### src/rtl/mem_arbiter_pkg.sv
// Shared encodings for the unified-memory arbiter: FSM states and owner codes.
package mem_arbiter_pkg;

  typedef enum logic [1:0] {
    ARB_IDLE   = 2'd0,
    ARB_ACCESS = 2'd1,
    ARB_RESP   = 2'd2
  } arb_state_e;

  localparam logic OWN_IF = 1'b0;
  localparam logic OWN_DM = 1'b1;

endpackage

### src/rtl/mem_arb_priority.sv
// Winner select for the arbiter: data port wins unless fetch has been starved
// for STARVE_LIMIT consecutive data grants.
module mem_arb_priority #(
  parameter int STARVE_LIMIT = 4
) (
  input  logic clk,
  input  logic rst,
  input  logic arb_en,
  input  logic if_req,
  input  logic dm_req,
  output logic grant_dm
);

  localparam int SW = $clog2(STARVE_LIMIT + 1);

  logic [SW-1:0] starve;
  logic          starved;

  assign starved  = (starve == SW'(STARVE_LIMIT));
  assign grant_dm = dm_req & ~(if_req & starved);

  // Only IDLE cycles (arb_en) count; a fetch grant or an idle fetch port resets the run.
  always_ff @(posedge clk) begin
    if (rst) begin
      starve <= '0;
    end else if (arb_en) begin
      if (!if_req) begin
        starve <= '0;
      end else if (grant_dm) begin
        if (!starved) starve <= starve + 1'b1;
      end else begin
        starve <= '0;
      end
    end
  end

endmodule

### src/rtl/mem_arbiter.sv
// Single-port unified memory arbiter between the fetch (IF) and data (MEM) ports.
// state      | meaning
// ARB_IDLE   | arbitrate, register winner request, load latency timer
// ARB_ACCESS | mem_en held for LATENCY cycles, timer counts down to 0
// ARB_RESP   | one-cycle ready to owner, read data passed through and captured
module mem_arbiter
  import mem_arbiter_pkg::*;
#(
  parameter int DATA_W       = 32,
  parameter int ADDR_W       = 10,
  parameter int LATENCY      = 1,
  parameter int STARVE_LIMIT = 4
) (
  input  logic              clk,
  input  logic              rst,
  input  logic              if_req,
  input  logic [ADDR_W-1:0] if_addr,
  output logic [DATA_W-1:0] if_rdata,
  output logic              if_ready,
  input  logic              dm_req,
  input  logic              dm_we,
  input  logic [ADDR_W-1:0] dm_addr,
  input  logic [DATA_W-1:0] dm_wdata,
  output logic [DATA_W-1:0] dm_rdata,
  output logic              dm_ready,
  output logic              mem_en,
  output logic              mem_we,
  output logic [ADDR_W-1:0] mem_addr,
  output logic [DATA_W-1:0] mem_wdata,
  input  logic [DATA_W-1:0] mem_rdata
);

  localparam int CNT_W = (LATENCY > 1) ? $clog2(LATENCY) : 1;

  arb_state_e        state;
  logic [CNT_W-1:0]  cnt;
  logic              owner;
  logic              req_we;
  logic [DATA_W-1:0] if_hold;
  logic [DATA_W-1:0] dm_hold;
  logic              grant_dm;
  logic              arb_en;

  assign arb_en = (state == ARB_IDLE);

  mem_arb_priority #(
    .STARVE_LIMIT(STARVE_LIMIT)
  ) u_priority (
    .clk     (clk),
    .rst     (rst),
    .arb_en  (arb_en),
    .if_req  (if_req),
    .dm_req  (dm_req),
    .grant_dm(grant_dm)
  );

  always_ff @(posedge clk) begin
    if (rst) begin
      state     <= ARB_IDLE;
      cnt       <= '0;
      owner     <= OWN_IF;
      req_we    <= 1'b0;
      mem_en    <= 1'b0;
      mem_we    <= 1'b0;
      mem_addr  <= '0;
      mem_wdata <= '0;
      if_ready  <= 1'b0;
      dm_ready  <= 1'b0;
      if_hold   <= '0;
      dm_hold   <= '0;
    end else begin
      if_ready <= 1'b0;
      dm_ready <= 1'b0;
      case (state)
        ARB_IDLE: begin
          if (if_req || dm_req) begin
            owner  <= grant_dm ? OWN_DM : OWN_IF;
            req_we <= grant_dm & dm_we;
            mem_en <= 1'b1;
            mem_we <= grant_dm & dm_we;
            mem_addr <= grant_dm ? dm_addr : if_addr;
            if (grant_dm) mem_wdata <= dm_wdata;
            cnt    <= CNT_W'(LATENCY - 1);
            state  <= ARB_ACCESS;
          end
        end
        ARB_ACCESS: begin
          if (cnt == '0) begin
            mem_en <= 1'b0;
            mem_we <= 1'b0;
            if (owner == OWN_DM) dm_ready <= 1'b1;
            else                 if_ready <= 1'b1;
            state  <= ARB_RESP;
          end else begin
            cnt <= cnt - 1'b1;
          end
        end
        ARB_RESP: begin
          if (owner == OWN_IF)      if_hold <= mem_rdata;
          else if (!req_we)         dm_hold <= mem_rdata;
          state <= ARB_IDLE;
        end
        default: state <= ARB_IDLE;
      endcase
    end
  end

  // Read data is live in RESP (memory output is only valid then) and held afterwards.
  assign if_rdata = (state == ARB_RESP && owner == OWN_IF) ? mem_rdata : if_hold;
  assign dm_rdata = (state == ARB_RESP && owner == OWN_DM && !req_we) ? mem_rdata : dm_hold;

endmodule

### config.mk
export PLATFORM = sky130hd
export DESIGN_NAME = mem_arbiter
export DESIGN_NICKNAME = d
export VERILOG_FILES = /design/src/rtl/mem_arbiter_pkg.sv /design/src/rtl/mem_arb_priority.sv /design/src/rtl/mem_arbiter.sv
export SDC_FILE = /design/constraint.sdc
export NUM_CORES = 1
export LEC_CHECK = 0
export ABC_AREA = 0
export BUFFER_PORTS_ARGS = -buffer_cell sky130_fd_sc_hd__buf_4
export CAP_MARGIN = 20
export CORE_ASPECT_RATIO = 1.2
export CORE_MARGIN = 1.5
export CORE_UTILIZATION = 53
export CTS_CLUSTER_SIZE = 25
export DETAILED_ROUTE_END_ITERATION = 7
export PLACE_DENSITY_LB_ADDON = 0.12
export SETUP_SLACK_MARGIN = 0.1
export SLEW_MARGIN = 20
export SYNTH_ARGS = -nofsm -noshare
export SYNTH_HDL_FRONTEND = slang
export SYNTH_SLANG_ARGS = --single-unit
### constraint.sdc
create_clock -name clk -period 2.6 [get_ports clk]
set_clock_uncertainty 0.05 [all_clocks]
set_input_delay 0.26 -clock clk [delete_from_list [all_inputs] [get_ports clk]]
set_output_delay 0.26 -clock clk [all_outputs]
set_load 0.005 [all_outputs]
==> out/qor.csv, run 1 <==
metric,value,unit
Post-CTS Hold Buffers,0,
Critical Path AT,1.93,ns
Slew headroom,42.7,%
initial antenna violation count,0,
hold path startpoint,dm_wdata[3],
vias in the first global route,3992,
setup TNS,0,ns
most common flop cell mapped by yosys,dfxtp_1,
status,finished clean,
post-synthesis sequential area ratio,45.3,%
cells on worst reg2reg path,6,
# clock sinks,117,
Via Count,3944,
"count leader, synth",dfxtp_1,
period utilization,86.3,%
CTS tree,done,
worst vdd ir,0.475,mV
Routed WL,11900,µm
Max Fclk,446,MHz
clock buffer depth,2,
fin nets,736,
Total Routing Usage GR,23.8,%
"top cells by area, synth","dfxtp_1 (45%), mux2_4 (17%), nand2b_1 (7.9%)",
footprint of the multi-input gates,2600,µm²
TritonCTS Buffers,17,
Worst path depth,4,
R2R Path Start,u_priority.starve[0],
global-route wire length before repair,19300,µm
Hold WC Path Type,primary input to register,
syn avg cell area,11.3,µm²
asr flop ratio synth,0,%
critical path capture point type,output port,
peak fanout along the critical path,32,
"Worst Path Class, Setup",register to output port,
"CTS clk-pin slew, worst paths",0.05,ns
endpoints failing setup,0,
Fill cells,655,
Routed WL per cell,15.2,µm
Mapped Cells,457,
IO Port Bufs,198,
initial drt markers,133,
final core utilization,77.2,%
Remaining DRCs,0,
Top delay family on crit path,buffers and inverters,
clock root cell,clkbuf_16,
number of synthesized flops with an enable pin,0,
CTS resizes,0,
Post-CTS Setup Bufs,0,
Seq cells post-synth,117,
full die area,10400,µm²
Mapped Area,5170,µm²
Worst Hold Depth,3,
RSZ-0062 raised after global routing,false,
fraction of layout cells with a size suffix above 1,45.7,%
power density over the cells,695,nW/µm²
Die Wd,93.2,µm
"Buf+Inv Stages, Crit Path",2,
die height,111,µm
Vias/cell,5.06,
largest net degree at the start of global routing,73,
Netlist cell types,35,
Syn Nets,548,
Worst-Margin Slew,0.856,ns
"area leader, netlist",dfxtp_1,
Antenna Nets Post-Route,0,
GR Overflow Total,0,
RePlAce Congestion,0.767,
"Clk Latency, worst-skew pair",0.40,ns
"Slowest-stage cell, CP",mux2_1,
final std cells w/o fill,779,
Synthesis Warnings,0,
Layout area overhead,41.9,%
# Max-Cap Violations,0,
commonest cells in the netlist,"dfxtp_1 (117), nand2b_1 (65), mux2_4 (60), nor2b_1 (34), mux2i_1 (32)",
top cell type's share of synthesized area,45.3,%
1st-pass router iterations,4,
crit path cell chain,and4bb_2 > buf_12 > mux2_1 > buf_4,
Lkg Pwr,3.43,nW
final hold vios,0,
initial core utilization,54.4,%
row cnt,39,
diode count,0,
CP max stage delay,0.38,ns
htree depth,4,
Final Slew Violations,0,
Final min period,2.24,ns
core area,9520,µm²
hpwl dp,8000,µm
Worst Setup SP,state[0],
crit path launch type,register,
DP Cell Count,749,
CP required,2.29,ns
Hold Worst Slack,0.0731,ns
# IOs,199,
register area,2340,µm²
==> tightest hold or removal path: stages <==
cell	delay, ns
buf_4	0.11
nand2b_1	0.05
mux2i_1	0.06
==> stage by stage <==
stage	setup WS [ns]	cell area (µm²)	total power, mW
after floorplan	0.964	5170	2.28
after global placement	0.821	6690	2.56
after detailed placement	0.749	6690	2.58
after CTS	0.347	7340	5.14
after global routing	0.293	7340	5.29
final	0.357	7340	5.10
==> area by class of cell <==
class                   count  share of cell area [%]
inverters                   4                   0.204
clock inverters             9                    2.37
flip-flops and latches    117                    31.9
repair buffers            203                    21.4
clock buffers              21                    6.54
well taps                 123                    2.10
multi-input cells         302                    35.4
==> per-layer routing <==
layer  vias up  track usage [%]  wire (µm)
li1       1914                -          -
met1      1868             26.8       4790
met2       143             41.2       6140
met3        19             6.45        686
met4         0             10.9        265
met5         -                0          0
==> state kept, by name, summed over array words and instances, names as in the netlist <==
register	count
dm_hold	32
dm_ready	1
if_hold	32
if_ready	1
mem_addr	10
mem_en	1
mem_wdata	32
mem_we	1
owner	1
req_we	1
state	2
u_priority.starve	3
==> placed cells by master, fill, tap and decap left out, types with 2 or more instances in the layout <==
master and count:
and2b_1 30, bufinv_16 5, nor2b_1 34, clkbuf_8 4, nand2_1 4, mux2i_1 32, dfxtp_1 117, a21oi_1 14
nand2b_1 65, a311oi_1 10, mux2_4 60, and4bb_2 2, buf_4 199, nand3_1 13, nor2_1 6, mux2_1 2
clkbuf_16 17, inv_1 4, o21ai_0 12, clkinv_2 3, nand3b_1 2, mux2_2 2, ha_1 2, buf_12 4
==> where the power goes <==
part	total, mW	leakage [nW]	switching (mW)	internal, mW
clock	2.55	0.325	0.766	1.79
combinational	0.619	2.15	0.250	0.369
sequential	1.93	0.953	0.0460	1.88
==> cells by family after synthesis <==
kind of cell	count (synthesis)	share of synthesized area, %
AND/OR/NAND/NOR	165	20.6
flip-flops	117	45.3
multiplexers	96	24.5
AO/OA/AOI/OAI	39	4.67
buffers and inverters	38	4.52
adder cells (fa/ha/maj)	2	0.484
==> worst paths after layout <==
path / endpoint / slack (ns)
hold / removal: mem_wdata[3] / 0.07
hold reg to reg: mem_wdata[16] / 0.42
setup / recovery: dm_rdata[27] / 0.36
setup reg to reg: mem_wdata[7] / 0.69
Note: power is estimated with default switching activity, not from simulation.
==> run 2: changes to the inputs <==
Settings changed: ABC_AREA 0 to 1, CORE_UTILIZATION 53 to 51.
Clock period 2.6 ns to 2.8 ns, I/O delays scaled along.
==> out/qor.csv, run 2 <==
metric,value,unit
Final min period,2.44,ns
Post-CTS Setup Bufs,0,
CP max stage delay,0.38,ns
RePlAce Congestion,0.826,
"commonest non-fill, non-tap cell in the layout",buf_4,
hold path startpoint,mem_rdata[28],
CTS tree,done,
syn avg cell area,6.95,µm²
Routed WL,14100,µm
Final Slew Violations,0,
vias in the first global route,5051,
row cnt,38,
setup TNS,0,ns
Die Wd,90.8,µm
DRT met1 WL,5280,µm
worst vdd ir,0.478,mV
# clock sinks,117,
largest net degree at the start of global routing,54,
CTS resizes,0,
GR Overflow Total,0,
"CTS clk-pin slew, worst paths",0.05,ns
Post-CTS Hold Buffers,74,
final hold vios,0,
full die area,9830,µm²
diode count,0,
DR WL met3,913,µm
"commonest non-fill, non-tap cells in the layout","buf_4 (205), nand2_1 (158), inv_1 (144)",
CP required,2.47,ns
final std cells w/o fill,1074,
pre-CTS setup slack,0.820,ns
number of synthesized flops with an enable pin,0,
DR top layer,met4,
crit path cell chain,inv_2 > nor2_2 > nand2_2 > buf_12 > o21ai_1 > inv_1 > buf_4,
core area,9030,µm²
peak fanout along the critical path,30,
"Slowest-stage cell, CP",dfxtp_1,
Vias/cell,4.72,
global-route wire length before repair,22600,µm
asr flop ratio synth,0,%
Netlist cell types,20,
post-synthesis sequential area ratio,49.7,%
biggest regs,"dm_hold (32), if_hold (32), mem_wdata (32)",
crit path launch type,register,
Slew headroom,62.6,%
# IOs,199,
Hold WC Path Type,primary input to register,
die height,108,µm
Mapped Cells,678,
Layout area overhead,61.5,%
initial antenna violation count,0,
Total Routing Usage GR,28.7,%
status,finished clean,
Max Fclk,410,MHz
RSZ-0062 raised after global routing,false,
clock buffer depth,2,
Worst-Margin Slew,0.562,ns
Antenna Nets Post-Route,0,
endpoints failing setup,0,
initial core utilization,52.2,%
1st-pass router iterations,5,
met2 routed WL,7420,µm
Via Count,5071,
power density over the cells,628,nW/µm²
Lkg Pwr,4.32,nW
Critical Path AT,2.11,ns
R2R Path Start,u_priority.starve[0],
"Clk Latency, worst-skew pair",0.50,ns
Seq cells post-synth,117,
critical path capture point type,output port,
fraction of layout cells with a size suffix above 1,25.6,%
TritonCTS Buffers,17,
"area leader, netlist",dfxtp_1,
# Max-Cap Violations,0,
Remaining DRCs,0,
hpwl dp,8220,µm
Fill cells,547,
Synthesis Warnings,0,
Routed WL per cell,13.1,µm
DP Cell Count,968,
"count leader, synth",nand2_1,
htree depth,4,
"top cells by area, synth","dfxtp_1 (50%), nand2_1 (13%), inv_1 (11%)",
Syn Nets,769,
fin nets,1032,
initial drt markers,249,
period utilization,87.0,%
"reg-to-reg slack, setup",0.79,ns
most common flop cell mapped by yosys,dfxtp_1,
Worst Slack Setup Final,0.364,ns
IO Port Bufs,198,
final core utilization,84.3,%
Worst Setup SP,state[1],
top cell type's share of synthesized area,49.7,%
commonest cells in the netlist,"nand2_1 (158), inv_1 (144), dfxtp_1 (117), nor2_1 (73), o21ai_1 (64)",
"Worst Path Class, Setup",register to output port,
clock root cell,clkbuf_8,
Mapped Area,4710,µm²
## run 2: logic make-up after synthesis
| kind of cell | Yosys count | synth area share, % |
|---|---|---|
| AO/OA/AOI/OAI | 124 | 13.2 |
| XOR/XNOR | 1 | 0.186 |
| adder cells (fa/ha/maj) | 2 | 0.531 |
| buffers and inverters | 183 | 15.4 |
| flip-flops | 117 | 49.7 |
| AND/OR/NAND/NOR | 251 | 21.0 |
## run 2: metrics by stage
step / instance area, µm² / power [mW] / hold WS, ns
CTS: 7610 / 4.77 / 0.0278
finish: 7610 / 4.78 / 0.0425
global placement: 6250 / 2.42 / 0.395
floorplan: 4710 / 2.11 / 0.373
detailed placement: 6250 / 2.44 / 0.399
global route: 7610 / 4.96 / 0.0484
## run 2: layout make-up
type / instances / area [µm²] / share of cell area (%)
flip-flops and latches: 117 / 2340 / 30.8
repair buffers: 280 / 2300 / 30.2
multi-input cells: 378 / 1650 / 21.6
inverters: 147 / 552 / 7.25
clock buffers: 23 / 477 / 6.26
well taps: 120 / 150 / 1.97
clock inverters: 9 / 148 / 1.94
## run 2: critical path, delay by kind of cell (launching register included)
kind	cells	cell delay (ns)
AO/OA/AOI/OAI	1	0.23
buffers and inverters	4	0.56
flip-flops	1	0.38
AND/OR/NAND/NOR	2	0.42
## run 2: final timing paths
path / to / depth (start not counted)
worst max-delay path: if_rdata[14] / 7
worst min-delay path: if_hold[28] / 3
worst max register to register: mem_wdata[15] / 7
worst min register to register: if_ready / 1
## run 2: metal layers
metal | vias up | track usage [%]
met2 | 183 | 53.0
li1 | 2551 | -
met5 | - | 0
met4 | 0 | 14.7
met3 | 37 | 8.44
met1 | 2300 | 29.4
## run 2: report_power, final
part	internal [mW]	switching, mW	total, mW
Combinational	0.373	0.336	0.710
Clock	1.53	0.739	2.27
Sequential	1.76	0.0425	1.80
Total	3.67	1.12	4.78
